### src/rtl/mc_control_unit.sv
// Multicycle MIPS-subset control unit: Moore FSM driving datapath strobes and muxes.
// Latency: outputs are registered and track the state register; FETCH/MRD last MEM_WAIT cycles.
// Backpressure: none; memory is modelled as a fixed MEM_WAIT-cycle read.
// Optional: define EXC_SUPPORT_EN to add the EXC state (illegal opcode / overflow trap).
module mc_control_unit #(
    parameter int MEM_WAIT = 3
) (
    input  logic       clk,
    input  logic       reset,
    input  logic [5:0] OPCode,
    input  logic [5:0] Funct,
    input  logic       Of,
    output logic       PCWrite,
    output logic       PCWriteCond,
    output logic       BranchNe,
    output logic [1:0] PCSource,
    output logic [2:0] IorD,
    output logic       MemWrite,
    output logic       IRWrite,
    output logic       LoadA,
    output logic       LoadB,
    output logic       ALUOutWrite,
    output logic       ALUSrcA,
    output logic [1:0] ALUSrcB,
    output logic [2:0] ALUOp,
    output logic [1:0] RegDst,
    output logic       MemToReg,
    output logic       RegWrite,
    output logic       EPCWrite,
    output logic [1:0] exc_cause,
    output logic       rst_out
);

    // Last counter value of a memory wait phase (MEM_WAIT legal range 1..7).
    localparam logic [2:0] WAIT_LAST = 3'(MEM_WAIT - 1);

    localparam logic [5:0] OP_RTYPE = 6'h00;
    localparam logic [5:0] OP_J     = 6'h02;
    localparam logic [5:0] OP_BEQ   = 6'h04;
    localparam logic [5:0] OP_BNE   = 6'h05;
    localparam logic [5:0] OP_ADDI  = 6'h08;
    localparam logic [5:0] OP_LW    = 6'h23;
    localparam logic [5:0] OP_SW    = 6'h2B;
    localparam logic [5:0] OP_RST   = 6'h3F;

    localparam logic [5:0] FN_ADD = 6'h20;
    localparam logic [5:0] FN_SUB = 6'h22;
    localparam logic [5:0] FN_AND = 6'h24;

    localparam logic [2:0] ALU_IDLE = 3'b000;
    localparam logic [2:0] ALU_ADD  = 3'b001;
    localparam logic [2:0] ALU_SUB  = 3'b010;
    localparam logic [2:0] ALU_AND  = 3'b011;

    // R-type execute and branch are split per operation so every output
    // is a pure function of the state register.
    typedef enum logic [4:0] {
        S_RST,
        S_FETCH,
        S_IRLD,
        S_DECODE,
        S_EXEC_ADD,
        S_EXEC_SUB,
        S_EXEC_AND,
        S_EXEC_I,
        S_WB_R,
        S_WB_I,
        S_BR_EQ,
        S_BR_NE,
        S_JUMP,
        S_MADDR,
        S_MRD,
        S_WB_L,
        S_MWR
`ifdef EXC_SUPPORT_EN
        , S_EXC
`endif
    } state_t;

    typedef struct packed {
        logic       pc_write;
        logic       pc_write_cond;
        logic       branch_ne;
        logic [1:0] pc_source;
        logic [2:0] iord;
        logic       mem_write;
        logic       ir_write;
        logic       load_a;
        logic       load_b;
        logic       alu_out_write;
        logic       alu_src_a;
        logic [1:0] alu_src_b;
        logic [2:0] alu_op;
        logic [1:0] reg_dst;
        logic       mem_to_reg;
        logic       reg_write;
        logic       epc_write;
        logic       rst_out;
    } ctrl_t;

    state_t     state_q, state_d;
    logic [2:0] cnt_q, cnt_d;
    ctrl_t      ctrl_q;
    logic       illegal_op;

`ifdef EXC_SUPPORT_EN
    logic [1:0] exc_q, exc_d;
`else
    logic       unused_of;
    assign unused_of = Of;
`endif

    // Moore output table: anything not named for a state stays 0.
    function automatic ctrl_t ctrl_for(input state_t s);
        ctrl_t c;
        c = '0;
        case (s)
            S_RST: c.rst_out = 1'b1;
            S_FETCH: begin
                c.iord      = 3'b000;
                c.alu_src_a = 1'b0;
                c.alu_src_b = 2'b01;
                c.alu_op    = ALU_ADD;
            end
            S_IRLD: begin
                c.iord      = 3'b000;
                c.alu_src_a = 1'b0;
                c.alu_src_b = 2'b01;
                c.alu_op    = ALU_ADD;
                c.pc_write  = 1'b1;
                c.pc_source = 2'b00;
                c.ir_write  = 1'b1;
            end
            S_DECODE: begin
                c.load_a        = 1'b1;
                c.load_b        = 1'b1;
                c.alu_src_a     = 1'b0;
                c.alu_src_b     = 2'b11;
                c.alu_op        = ALU_ADD;
                c.alu_out_write = 1'b1;
            end
            S_EXEC_ADD, S_EXEC_SUB, S_EXEC_AND: begin
                c.alu_src_a     = 1'b1;
                c.alu_src_b     = 2'b00;
                c.alu_out_write = 1'b1;
                c.alu_op        = (s == S_EXEC_ADD) ? ALU_ADD :
                                  (s == S_EXEC_SUB) ? ALU_SUB : ALU_AND;
            end
            S_EXEC_I, S_MADDR: begin
                c.alu_src_a     = 1'b1;
                c.alu_src_b     = 2'b10;
                c.alu_op        = ALU_ADD;
                c.alu_out_write = 1'b1;
            end
            S_WB_R: begin
                c.reg_write = 1'b1;
                c.reg_dst   = 2'b01;
            end
            S_WB_I: begin
                c.reg_write = 1'b1;
                c.reg_dst   = 2'b00;
            end
            S_BR_EQ, S_BR_NE: begin
                c.alu_src_a     = 1'b1;
                c.alu_src_b     = 2'b00;
                c.alu_op        = ALU_SUB;
                c.pc_write_cond = 1'b1;
                c.pc_source     = 2'b01;
                c.branch_ne     = (s == S_BR_NE);
            end
            S_JUMP: begin
                c.pc_write  = 1'b1;
                c.pc_source = 2'b10;
            end
            S_MRD: c.iord = 3'b001;
            S_WB_L: begin
                c.reg_write  = 1'b1;
                c.reg_dst    = 2'b00;
                c.mem_to_reg = 1'b1;
            end
            S_MWR: begin
                c.iord      = 3'b001;
                c.mem_write = 1'b1;
            end
`ifdef EXC_SUPPORT_EN
            S_EXC: begin
                c.epc_write = 1'b1;
                c.pc_write  = 1'b1;
                c.pc_source = 2'b11;
            end
`endif
            default: c.alu_op = ALU_IDLE;
        endcase
        return c;
    endfunction

    // Next-state logic; the wait counter is zero on every entry into FETCH or MRD.
    always_comb begin
        state_d    = state_q;
        cnt_d      = 3'd0;
        illegal_op = 1'b0;
`ifdef EXC_SUPPORT_EN
        exc_d      = exc_q;
`endif
        case (state_q)
            S_RST:  state_d = S_FETCH;
            S_FETCH: begin
                if (cnt_q == WAIT_LAST) state_d = S_IRLD;
                else                    cnt_d   = cnt_q + 3'd1;
            end
            S_IRLD: state_d = S_DECODE;
            S_DECODE: begin
                case (OPCode)
                    OP_RTYPE: begin
                        case (Funct)
                            FN_ADD:  state_d = S_EXEC_ADD;
                            FN_SUB:  state_d = S_EXEC_SUB;
                            FN_AND:  state_d = S_EXEC_AND;
                            default: illegal_op = 1'b1;
                        endcase
                    end
                    OP_ADDI:      state_d = S_EXEC_I;
                    OP_BEQ:       state_d = S_BR_EQ;
                    OP_BNE:       state_d = S_BR_NE;
                    OP_J:         state_d = S_JUMP;
                    OP_LW, OP_SW: state_d = S_MADDR;
                    OP_RST:       state_d = S_RST;
                    default:      illegal_op = 1'b1;
                endcase
            end
`ifdef EXC_SUPPORT_EN
            S_EXEC_ADD, S_EXEC_SUB: begin
                if (Of) begin
                    state_d = S_EXC;
                    exc_d   = 2'b10;
                end else begin
                    state_d = S_WB_R;
                end
            end
            S_EXEC_I: begin
                if (Of) begin
                    state_d = S_EXC;
                    exc_d   = 2'b10;
                end else begin
                    state_d = S_WB_I;
                end
            end
            S_EXC: state_d = S_FETCH;
`else
            S_EXEC_ADD, S_EXEC_SUB: state_d = S_WB_R;
            S_EXEC_I:               state_d = S_WB_I;
`endif
            S_EXEC_AND: state_d = S_WB_R;
            S_MADDR:    state_d = (OPCode == OP_SW) ? S_MWR : S_MRD;
            S_MRD: begin
                if (cnt_q == WAIT_LAST) state_d = S_WB_L;
                else                    cnt_d   = cnt_q + 3'd1;
            end
            S_WB_R, S_WB_I, S_WB_L, S_BR_EQ, S_BR_NE, S_JUMP, S_MWR:
                state_d = S_FETCH;
            default: state_d = S_RST;
        endcase

        // Undecodable instructions either trap or are dropped without any write.
        if (illegal_op) begin
`ifdef EXC_SUPPORT_EN
            state_d = S_EXC;
            exc_d   = 2'b01;
`else
            state_d = S_FETCH;
`endif
        end
    end

    // State, counter and registered outputs; reset wins over every state.
    always_ff @(posedge clk) begin
        if (reset) begin
            state_q <= S_RST;
            cnt_q   <= 3'd0;
            ctrl_q  <= ctrl_for(S_RST);
`ifdef EXC_SUPPORT_EN
            exc_q   <= 2'b00;
`endif
        end else begin
            state_q <= state_d;
            cnt_q   <= cnt_d;
            ctrl_q  <= ctrl_for(state_d);
`ifdef EXC_SUPPORT_EN
            exc_q   <= exc_d;
`endif
        end
    end

    assign PCWrite     = ctrl_q.pc_write;
    assign PCWriteCond = ctrl_q.pc_write_cond;
    assign BranchNe    = ctrl_q.branch_ne;
    assign PCSource    = ctrl_q.pc_source;
    assign IorD        = ctrl_q.iord;
    assign MemWrite    = ctrl_q.mem_write;
    assign IRWrite     = ctrl_q.ir_write;
    assign LoadA       = ctrl_q.load_a;
    assign LoadB       = ctrl_q.load_b;
    assign ALUOutWrite = ctrl_q.alu_out_write;
    assign ALUSrcA     = ctrl_q.alu_src_a;
    assign ALUSrcB     = ctrl_q.alu_src_b;
    assign ALUOp       = ctrl_q.alu_op;
    assign RegDst      = ctrl_q.reg_dst;
    assign MemToReg    = ctrl_q.mem_to_reg;
    assign RegWrite    = ctrl_q.reg_write;
    assign EPCWrite    = ctrl_q.epc_write;
    assign rst_out     = ctrl_q.rst_out;
`ifdef EXC_SUPPORT_EN
    assign exc_cause   = exc_q;
`else
    assign exc_cause   = 2'b00;
`endif

endmodule

### config.mk
export PLATFORM = sky130hd
export DESIGN_NAME = mc_control_unit
export DESIGN_NICKNAME = d
export VERILOG_FILES = /design/src/rtl/mc_control_unit.sv
export SDC_FILE = /design/constraint.sdc
export NUM_CORES = 1
export LEC_CHECK = 0
export CORE_ASPECT_RATIO = 0.5
export CORE_UTILIZATION = 50
export CTS_BUF_LIST = sky130_fd_sc_hd__clkbuf_16
export CTS_CLUSTER_SIZE = 14
export DETAILED_ROUTE_END_ITERATION = 10
export MAX_ROUTING_LAYER = met4
export PLACE_DENSITY = 0.94
export SLEW_MARGIN = 5
export SYNTH_ARGS = -nofsm -noshare
export SYNTH_HDL_FRONTEND = slang
export SYNTH_SLANG_ARGS = --single-unit
### constraint.sdc
create_clock -name clk -period 3.95 [get_ports clk]
set_clock_uncertainty 0.1 [all_clocks]
set_input_delay 1.185 -clock clk [delete_from_list [all_inputs] [get_ports clk]]
set_output_delay 1.185 -clock clk [all_outputs]
set_load 0.05 [all_outputs]
After elaboration in Yosys (flattened, before gate mapping)
Index checks and enable logic that the tools add are counted.
- add/sub/neg operators: 1
- $mul: 0
- div/mod/pow operators: 0
- order comparisons: 0
- equality and inequality tests: 43
- shifts and indexed selects: 0
- multiplexer cells: 26
- bitwise operators: 2
- reduce and logical (&&, ||, !) cells: 21
- operators by type and width (operator ; number):
    5-bit by 4-bit equality test with 1-bit output (second input constant) ; 16
    5-bit by 3-bit equality test with 1-bit output (second input constant) ; 8
    5-bit case mux with 8 select lines ; 1
    6-bit equality test (second input constant) ; 6
    5-bit case mux with 7 select lines ; 1
    5-bit by 2-bit equality test with 1-bit output (second input constant) ; 4
    5-bit 2-to-1 mux ; 4
    2-bit OR reduction ; 8
    5-bit case mux with 3 select lines ; 1
    3-bit OR reduction ; 5
    6-bit by 3-bit equality test with 1-bit output (second input constant) ; 2
    1-bit 2-to-1 mux ; 12
    3-bit case mux with 4 select lines ; 1
    5-bit by 1-bit equality test with 1-bit output (second input constant) ; 2
    5-bit equality test (second input constant) ; 2
    5-bit zero test ; 2
    5-bit OR reduction ; 2
    8-bit OR reduction ; 1
    7-bit OR reduction ; 1
    6-bit by 2-bit equality test with 1-bit output (second input constant) ; 1
    6-bit by 4-bit equality test with 1-bit output (second input constant) ; 1
    6-bit zero test ; 1
    2-bit 2-to-1 mux ; 3
    2-bit case mux with 3 select lines ; 1
    other kinds (6) ; 7
- register bits: 33
- latch bits: 0
- memory bits (writable): 0
- bits in read-only memories: 0
- bits of input ports: 15
- output and inout bits: 27
- logic and storage cells: 113
- memories: 0

Longest topological paths before layout
Gate-level depths: netlist of the first run.
- depth after elaboration: 10
- gate-level depth with buffers: 10
- mapped depth without buffers: 9

Least setup slack after synthesis of the first run
OpenSTA, ideal clock, no wires.
- kind: input -> register
- from: in OPCode[5]
- to: reg ctrl_q (netlist bit ALUOp[1])
- library setup time: 0.116 ns
- arrival time: 2.704 ns
- required time: 3.734 ns
- setup slack: 1.030 ns
- cell stages on the path: 7
- path buffers: 1
- cell sequence: or4_4 > a2111o_1 > o21ai_1 > a32o_2 > buf_6 > nand3_2 > a41o_1
- word-level cells in the longest chain between the ends: 8
- elaborated cells between the ends (all ways): 31
- those cells by class: 17 x eq/ne; 8 x mux; 6 x reduce/logical
- RTL lines (element ; RTL line ; text):
    start: declaration ; 10 ; input logic [5:0] OPCode,
    6-bit equality test (tied with other cells) ; 213, 254 ;
    2-bit OR reduction or 7-bit OR reduction (tied branches) ; - ;
    5-bit case mux with 7 select lines or 1-bit case mux with 2 select lines (tied branches) ; 213 ; case (OPCode)
    5-bit case mux with 8 select lines or 1-bit 2-to-1 mux (tied branches) ; 205 ; case (state_q)
    5-bit 2-to-1 mux (*) ; 265 ; if (illegal_op) begin
    5-bit by 3-bit equality test with 1-bit output (tied with other cells) ; 117 ; case (s)
    5-bit OR reduction (no line) (tied with other cells) ; - ;
    2-bit case mux with 3 select lines (*) ; 117 ;
    end signal: assignment ; 280 ; ctrl_q <= ctrl_for(S_RST);
    end signal: assignment ; 287 ; ctrl_q <= ctrl_for(state_d);
    end: declaration ; 103 ; ctrl_t ctrl_q;
Every way passes the cells marked *; elsewhere a longest branch is shown, timed or not.
A chain may end at the register's enable or synchronous reset.

Worst setup path in the final report of the first run
Same ends and word-level chain as after synthesis.

==> summary.txt, run 1 <==
Run status
  – Status: completed

Cells and area
  – Antenna diodes: 0
  – Nets: 214
  – Area growth syn-to-layout: 26.9%
  – Share of cells above drive strength 1: 11.7%
  – Post-route cell area: 0.00182 mm2

Placement
  – # port buffers: 33
  – Hpwl dp: 2440 um
  – Routability cong.: 0.891
  – Post-DP Area: 0.00174 mm2

Timing
  – Final Cycle Share: 88.2%
  – Max Fclk: 287 MHz
  – Fin Hold WS: 0.380 ns
  – Final hold vios: 0
  – Final setup viols: 0
  – RSZ-0062 raised after global routing: no
  – Worst rel slew slack: 59.3%
  – Worst slew pin tran: 0.610 ns
  – Post-layout min period: 3.48 ns
  – Total Neg Setup Slack: 0 ns
  – Max Transition Viols Final: 0

CTS
  – Inserted Clock Buffers: 3
  – CTS clk-pin slew, worst paths: 0.06 ns
  – Post-CTS Setup Bufs: 0
  – Clk sinks: 26
  – Clock Latency Late Sink: 0.26 ns
  – CTS tree: done
  – Resize count post-CTS: 0
  – H-tree Lvls: 1
  – Post-CTS Hold Buffers: 0
  – Root buffer cell: clkbuf_16
  – Clock tree buffer depth: 2

Setup path
  – Bufs and invs on worst path: 1
  – Critical path class: input pin to flip-flop
  – Slowest CP cell: or4_4
  – Critical-path cell list: clkdlybuf4s50_1, or4_4, a2111o_1, o21ai_1, a32o_2, nand3_2, a41o_1
  – Kind of end point of the critical path: flip-flop
  – CP max FO: 10
  – Top delay family on crit path: compound AO/OA/AOI/OAI gates
  – Worst Setup Start Kind: input pin
  – Critical Path RT: 3.99 ns
  – Critical path arrival: 3.53 ns
  – Slowest Stage Delay on Critical Path: 0.62 ns

Floorplan
  – # rows: 13
  – Die Ht: 39.9 um
  – Die Width: 77.8 um
  – Ports: 42
  – Total core area: 0.00265 mm2
  – Area of the die: 0.00310 mm2
  – Initial Util: 54.1%

Global routing
  – Largest net degree at the start of global routing: 16
  – Total global-route track usage: 25.3%
  – Vias in the first global route: 1200
  – First-pass GRT wire length: 5580 um
  – Initial antenna violation count: 0
  – Gr ovfl total: 0

Drt
  – Post-DRT Antenna Nets: 0
  – DR top layer: met4
  – Drt via density: 5.94
  – Detailed Route Iter0 Violations: 156
  – DRT met1 WL: 1540 um
  – Residual DRC: 0
  – Metal3 WL: 239 um
  – Post-Route WL: 3620 um
  – Detailed-route via count: 1384
  – Routed length on met2: 1760 um
  – Routed WL per cell: 15.5 um
  – Drt pass-1 iters: 4

Synthesis
  – Cell taking the most area after synthesis: dfxtp_1
  – Most common library cells after synthesis: dfxtp_1, nor2_1, nand2_1, a21oi_1, buf_4
  – Synth cell types: 55
  – Synth Register Bits: 26
  – Ys async rst share: 0%
  – Count leader, synth: dfxtp_1
  – Mapped cell area: 0.00144 mm2
  – Post-synthesis cell count: 166
  – Syn avg cell area: 8.65 um2
  – Sequential fraction of the synthesis area: 36.3%
  – Synth top area cells: dfxtp_1, buf_4, a21oi_1
  – Post-synth top area share: 36.3%
  – Top FF cell, synth: dfxtp_1
  – Syn. warnings: 0
  – Post-synth EDFFs: 0

Flow run
  – Max Cap Viol: 0

Worst hold path
  – Hold Path Class: flip-flop to flip-flop

Pwr
  – P_leak: 0.661 nW
  – Power Density: 316 mW/mm2
  – Maximum vdd drop: 0.264 mV
[power by group]
part	total, mW	switching [mW]	internal, mW	leakage (nW)
combinational	0.0835	0.0536	0.0299	0.411
clock	0.221	0.0859	0.135	0.0385
sequential	0.270	0.00333	0.267	0.211
[per-stage QoR]
step           cells  utilization, %  total power [mW]  setup WS, ns
3_5_place_dp     229            65.7             0.357         0.272
3_3_place_gp     229            65.7             0.355         0.347
5_1_grt          233            68.7             0.588         0.334
4_1_cts          233            68.7             0.574         0.513
2_1_floorplan    172               -             0.334          1.03
6_report         233            68.7             0.575         0.466
[state kept, by name, indices dropped and copies added, names as in the netlist]
name and cells:
ALUOp 2, ALUOutWrite 1, ALUSrcA 1, ALUSrcB 2, BranchNe 1, IRWrite 1, IorD 1, LoadA 1
MemToReg 1, MemWrite 1, PCSource 1, PCWrite 1, PCWriteCond 1, RegDst 1, RegWrite 1, cnt_q 3
rst_out 1, state_q 5
[path summary, 6_finish.rpt]
check,start,to,slack (ns),cells past startpoint
worst min-delay path,cnt_q[0]$_SDFF_PP0_,cnt_q[0]$_SDFF_PP0_,0.38,1
worst max register to register,state_q[3]$_SDFF_PP0_,PCWrite$_SDFF_PP0_,1.51,7
worst max-delay path,OPCode[5],ALUOp[1]$_SDFF_PP0_,0.47,7
worst min register to register,cnt_q[0]$_SDFF_PP0_,cnt_q[0]$_SDFF_PP0_,0.38,1
[final cells by class]
class | instances | area, um2
Fill cell | 190 | 831
Multi-Input combinational cell | 128 | 818
Sequential cell | 26 | 520
Timing Repair Buffer | 35 | 345
Clock buffer | 3 | 75.1
Tap cell | 37 | 46.3
Inverter | 3 | 11.3
Clock inverter | 1 | 3.75
[logic make-up after synthesis]
family | count (synthesis) | share of synthesized area [%]
AO/OA/AOI/OAI | 46 | 23.6
XOR/XNOR | 1 | 0.610
adder cells (fa/ha/maj) | 2 | 1.74
buffers and inverters | 18 | 8.28
flip-flops | 26 | 36.3
multiplexers | 1 | 0.785
other | 1 | 0.261
AND/OR/NAND/NOR | 71 | 28.4
[placed cells by master (no fill, tap or decap), drive strengths merged, types with 3 or more instances in the layout]
cell,count
clkdlybuf4s50,33
dfxtp,26
a21oi,16
nor2,15
nand2,14
conb,7
nor3,6
o21ai,6
nand2b,5
nor3b,5
o22ai,4
or2,4
nand3,4
inv,3
nor2b,3
clkbuf,3
or4,3
and2,3
[routing by layer]
layer	vias up	GRT usage, %
li1	653	-
met1	654	27.6
met2	69	48.5
met3	8	5.12
met4	0	8.96
met5	-	-
Power figures use the tool's default switching activity.
==> inputs of run 2 (changes only) <==
--- a/config.mk
+++ b/config.mk
@@ -10,6 +10,7 @@
 export CTS_BUF_LIST = sky130_fd_sc_hd__clkbuf_16
 export CTS_CLUSTER_SIZE = 14
 export DETAILED_ROUTE_END_ITERATION = 10
+export GPL_TIMING_DRIVEN = 0
 export MAX_ROUTING_LAYER = met4
 export PLACE_DENSITY = 0.94
 export SLEW_MARGIN = 5
==> summary.txt, run 2 (same netlist as run 1, synthesis figures left out) <==
CTS
  – Clock Latency Late Sink: 0.25 ns (about the same)
  – CTS tree: done
  – Clock tree buffer depth: 2 (unchanged)
  – Inserted Clock Buffers: 3 (unchanged)
  – Clk sinks: 26 (unchanged)
  – Post-CTS Hold Buffers: 0 (unchanged)
  – Post-CTS Setup Bufs: 0 (unchanged)
  – Root buffer cell: clkbuf_16
  – Resize count post-CTS: 0 (unchanged)
  – CTS clk-pin slew, worst paths: 0.06 ns (about the same)
  – H-tree Lvls: 1 (unchanged)

Setup path
  – CP max FO: 10 (unchanged)
  – Worst Setup Start Kind: input pin
  – Top delay family on crit path: compound AO/OA/AOI/OAI gates
  – Slowest Stage Delay on Critical Path: 0.61 ns (about the same)
  – Slowest CP cell: or4_4
  – Critical Path RT: 3.99 ns (about the same)
  – Bufs and invs on worst path: 2 (+1)
  – Critical path arrival: 3.43 ns (-0.10 ns)
  – Kind of end point of the critical path: flip-flop
  – Critical path class: input pin to flip-flop
  – Critical-path cell list: clkdlybuf4s50_1, or4_4, a2111o_1, o21ai_1, a32o_2, buf_6, nand3_2, a41o_1

Placement
  – Pre-CTS setup slack: 0.301 ns (+0.0289 ns)
  – # placed instances: 242 (+5.7%)
  – Hpwl dp: 2520 um (+3.2%)
  – Post-DP Area: 0.00183 mm2 (+5.3%)
  – Routability cong.: 0.916 (+2.8%)
  – # port buffers: 33 (unchanged)

Drt
  – Drt via density: 5.53 (-6.9%)
  – Post-Route WL: 3380 um (-6.6%)
  – Detailed-route via count: 1360 (-1.7%)
  – Drt pass-1 iters: 4 (unchanged)
  – Post-DRT Antenna Nets: 0 (unchanged)
  – Detailed Route Iter0 Violations: 142 (-9.0%)
  – Routed WL per cell: 13.7 um (-12%)
  – Residual DRC: 0 (unchanged)

Timing
  – PnR worst setup slack: 0.562 ns (+0.0961 ns)
  – Max Transition Viols Final: 0 (unchanged)
  – Final hold vios: 0 (unchanged)
  – Worst slew pin tran: 0.541 ns (-0.0691 ns)
  – Final Cycle Share: 85.8% (-2.4 points)
  – Max Fclk: 295 MHz (+2.8%)
  – Final setup viols: 0 (unchanged)
  – Fin Hold WS: 0.386 ns (+0.00634 ns)
  – Post-layout min period: 3.39 ns (-0.0961 ns)
  – Worst rel slew slack: 63.8% (+4.6 points)
  – Total Neg Setup Slack: 0 ns (unchanged)
  – RSZ-0062 raised after global routing: no

Global routing
  – Total global-route track usage: 23.6% (-1.7 points)
  – Gr ovfl total: 0 (unchanged)
  – First-pass GRT wire length: 5320 um (-4.7%)
  – Initial antenna violation count: 0 (unchanged)
  – Vias in the first global route: 1194 (-0.50%)
  – Largest net degree at the start of global routing: 15 (-1)

Cells and area
  – Share of cells above drive strength 1: 16.3% (+4.5 points)
  – Post-route cell area: 0.00191 mm2 (+5.1%)
  – Number of fill cells in the layout: 199 (+4.7%)
  – Fin cells: 246 (+5.6%)
  – Area growth syn-to-layout: 33.3%
  – Antenna diodes: 0 (unchanged)
  – Largest regs: state_q: 5 flops, cnt_q: 3 flops
  – Largest register FFs: 5 (unchanged)
  – Area of the multi-input gates: 818 um2 (unchanged)
  – Commonest non-fill, non-tap cell in the layout: clkdlybuf4s50_1
  – Most frequent cells in the layout: clkdlybuf4s50_1, dfxtp_1, nor2_1
  – FF/Latch Area: 520 um2 (unchanged)
  – Nets: 227 (+6.1%)
  – Top reg by flops: state_q

Floorplan
  – Ports: 42 (unchanged)
  – Initial Util: 54.1% (unchanged)
  – # rows: 13 (unchanged)
  – Area of the die: 0.00310 mm2 (unchanged)
  – Die Width: 77.8 um (unchanged)
  – Total core area: 0.00265 mm2 (unchanged)
  – Die Ht: 39.9 um (unchanged)

Pwr
  – Power Density: 302 mW/mm2 (-4.5%)
  – Maximum vdd drop: 0.228 mV (-14%)
  – P_leak: 0.723 nW (+9.4%)

Flow run
  – Max Cap Viol: 0 (unchanged)

Worst hold path
  – Hold Path Class: flip-flop to flip-flop

Run status
  – Status: completed
-- run 2: cell types whose count changed in the layout (fill, tap and decap cells not counted) --
cell	change
buf_6	+2
buf_4	+7
buf_2	+2
clkbuf_1	+2
-- run 2: per-stage QoR --
stage               util, %  power [mW]
floorplan                 -       0.334
global placement       69.2       0.362
detailed placement     69.2       0.364
CTS                    72.2       0.580
global route           72.2       0.597
finish                 72.2       0.577
-- run 2: power breakdown --
group          total, mW  leakage (nW)  switching [mW]  internal (mW)
logic             0.0890         0.473          0.0534         0.0356
registers          0.270         0.211         0.00330          0.267
clock network      0.218        0.0385          0.0826          0.135
total              0.577         0.723           0.139          0.438
-- run 2: worst paths after layout --
kind / from / to / slack [ns] / cells past startpoint
setup / recovery: OPCode[5] / ALUOp[1]$_SDFF_PP0_ / 0.56 / 8
hold reg to reg: cnt_q[0]$_SDFF_PP0_ / cnt_q[0]$_SDFF_PP0_ / 0.39 / 1
setup reg to reg: state_q[3]$_SDFF_PP0_ / PCWrite$_SDFF_PP0_ / 1.56 / 7
hold / removal: cnt_q[0]$_SDFF_PP0_ / cnt_q[0]$_SDFF_PP0_ / 0.39 / 1
-- run 2: per-layer routing --
metal  track usage, %  vias up  part of all wire (%)
met4             10.4        0                   2.3
met5                -        -                     0
met3             4.42        8                   7.2
met2             42.0       66                    48
li1                 -      678                     -
met1             27.3      608                    42
-- run 2: layout make-up --
class,instances,share of cell area [%]
buffer,15,5.62
clock buffer,3,3.92
clock inverter,1,0.196
inverter,3,0.589
multi-input combinational,128,42.8
sequential,26,27.2
tap,37,2.42
timing repair buffer,33,17.3
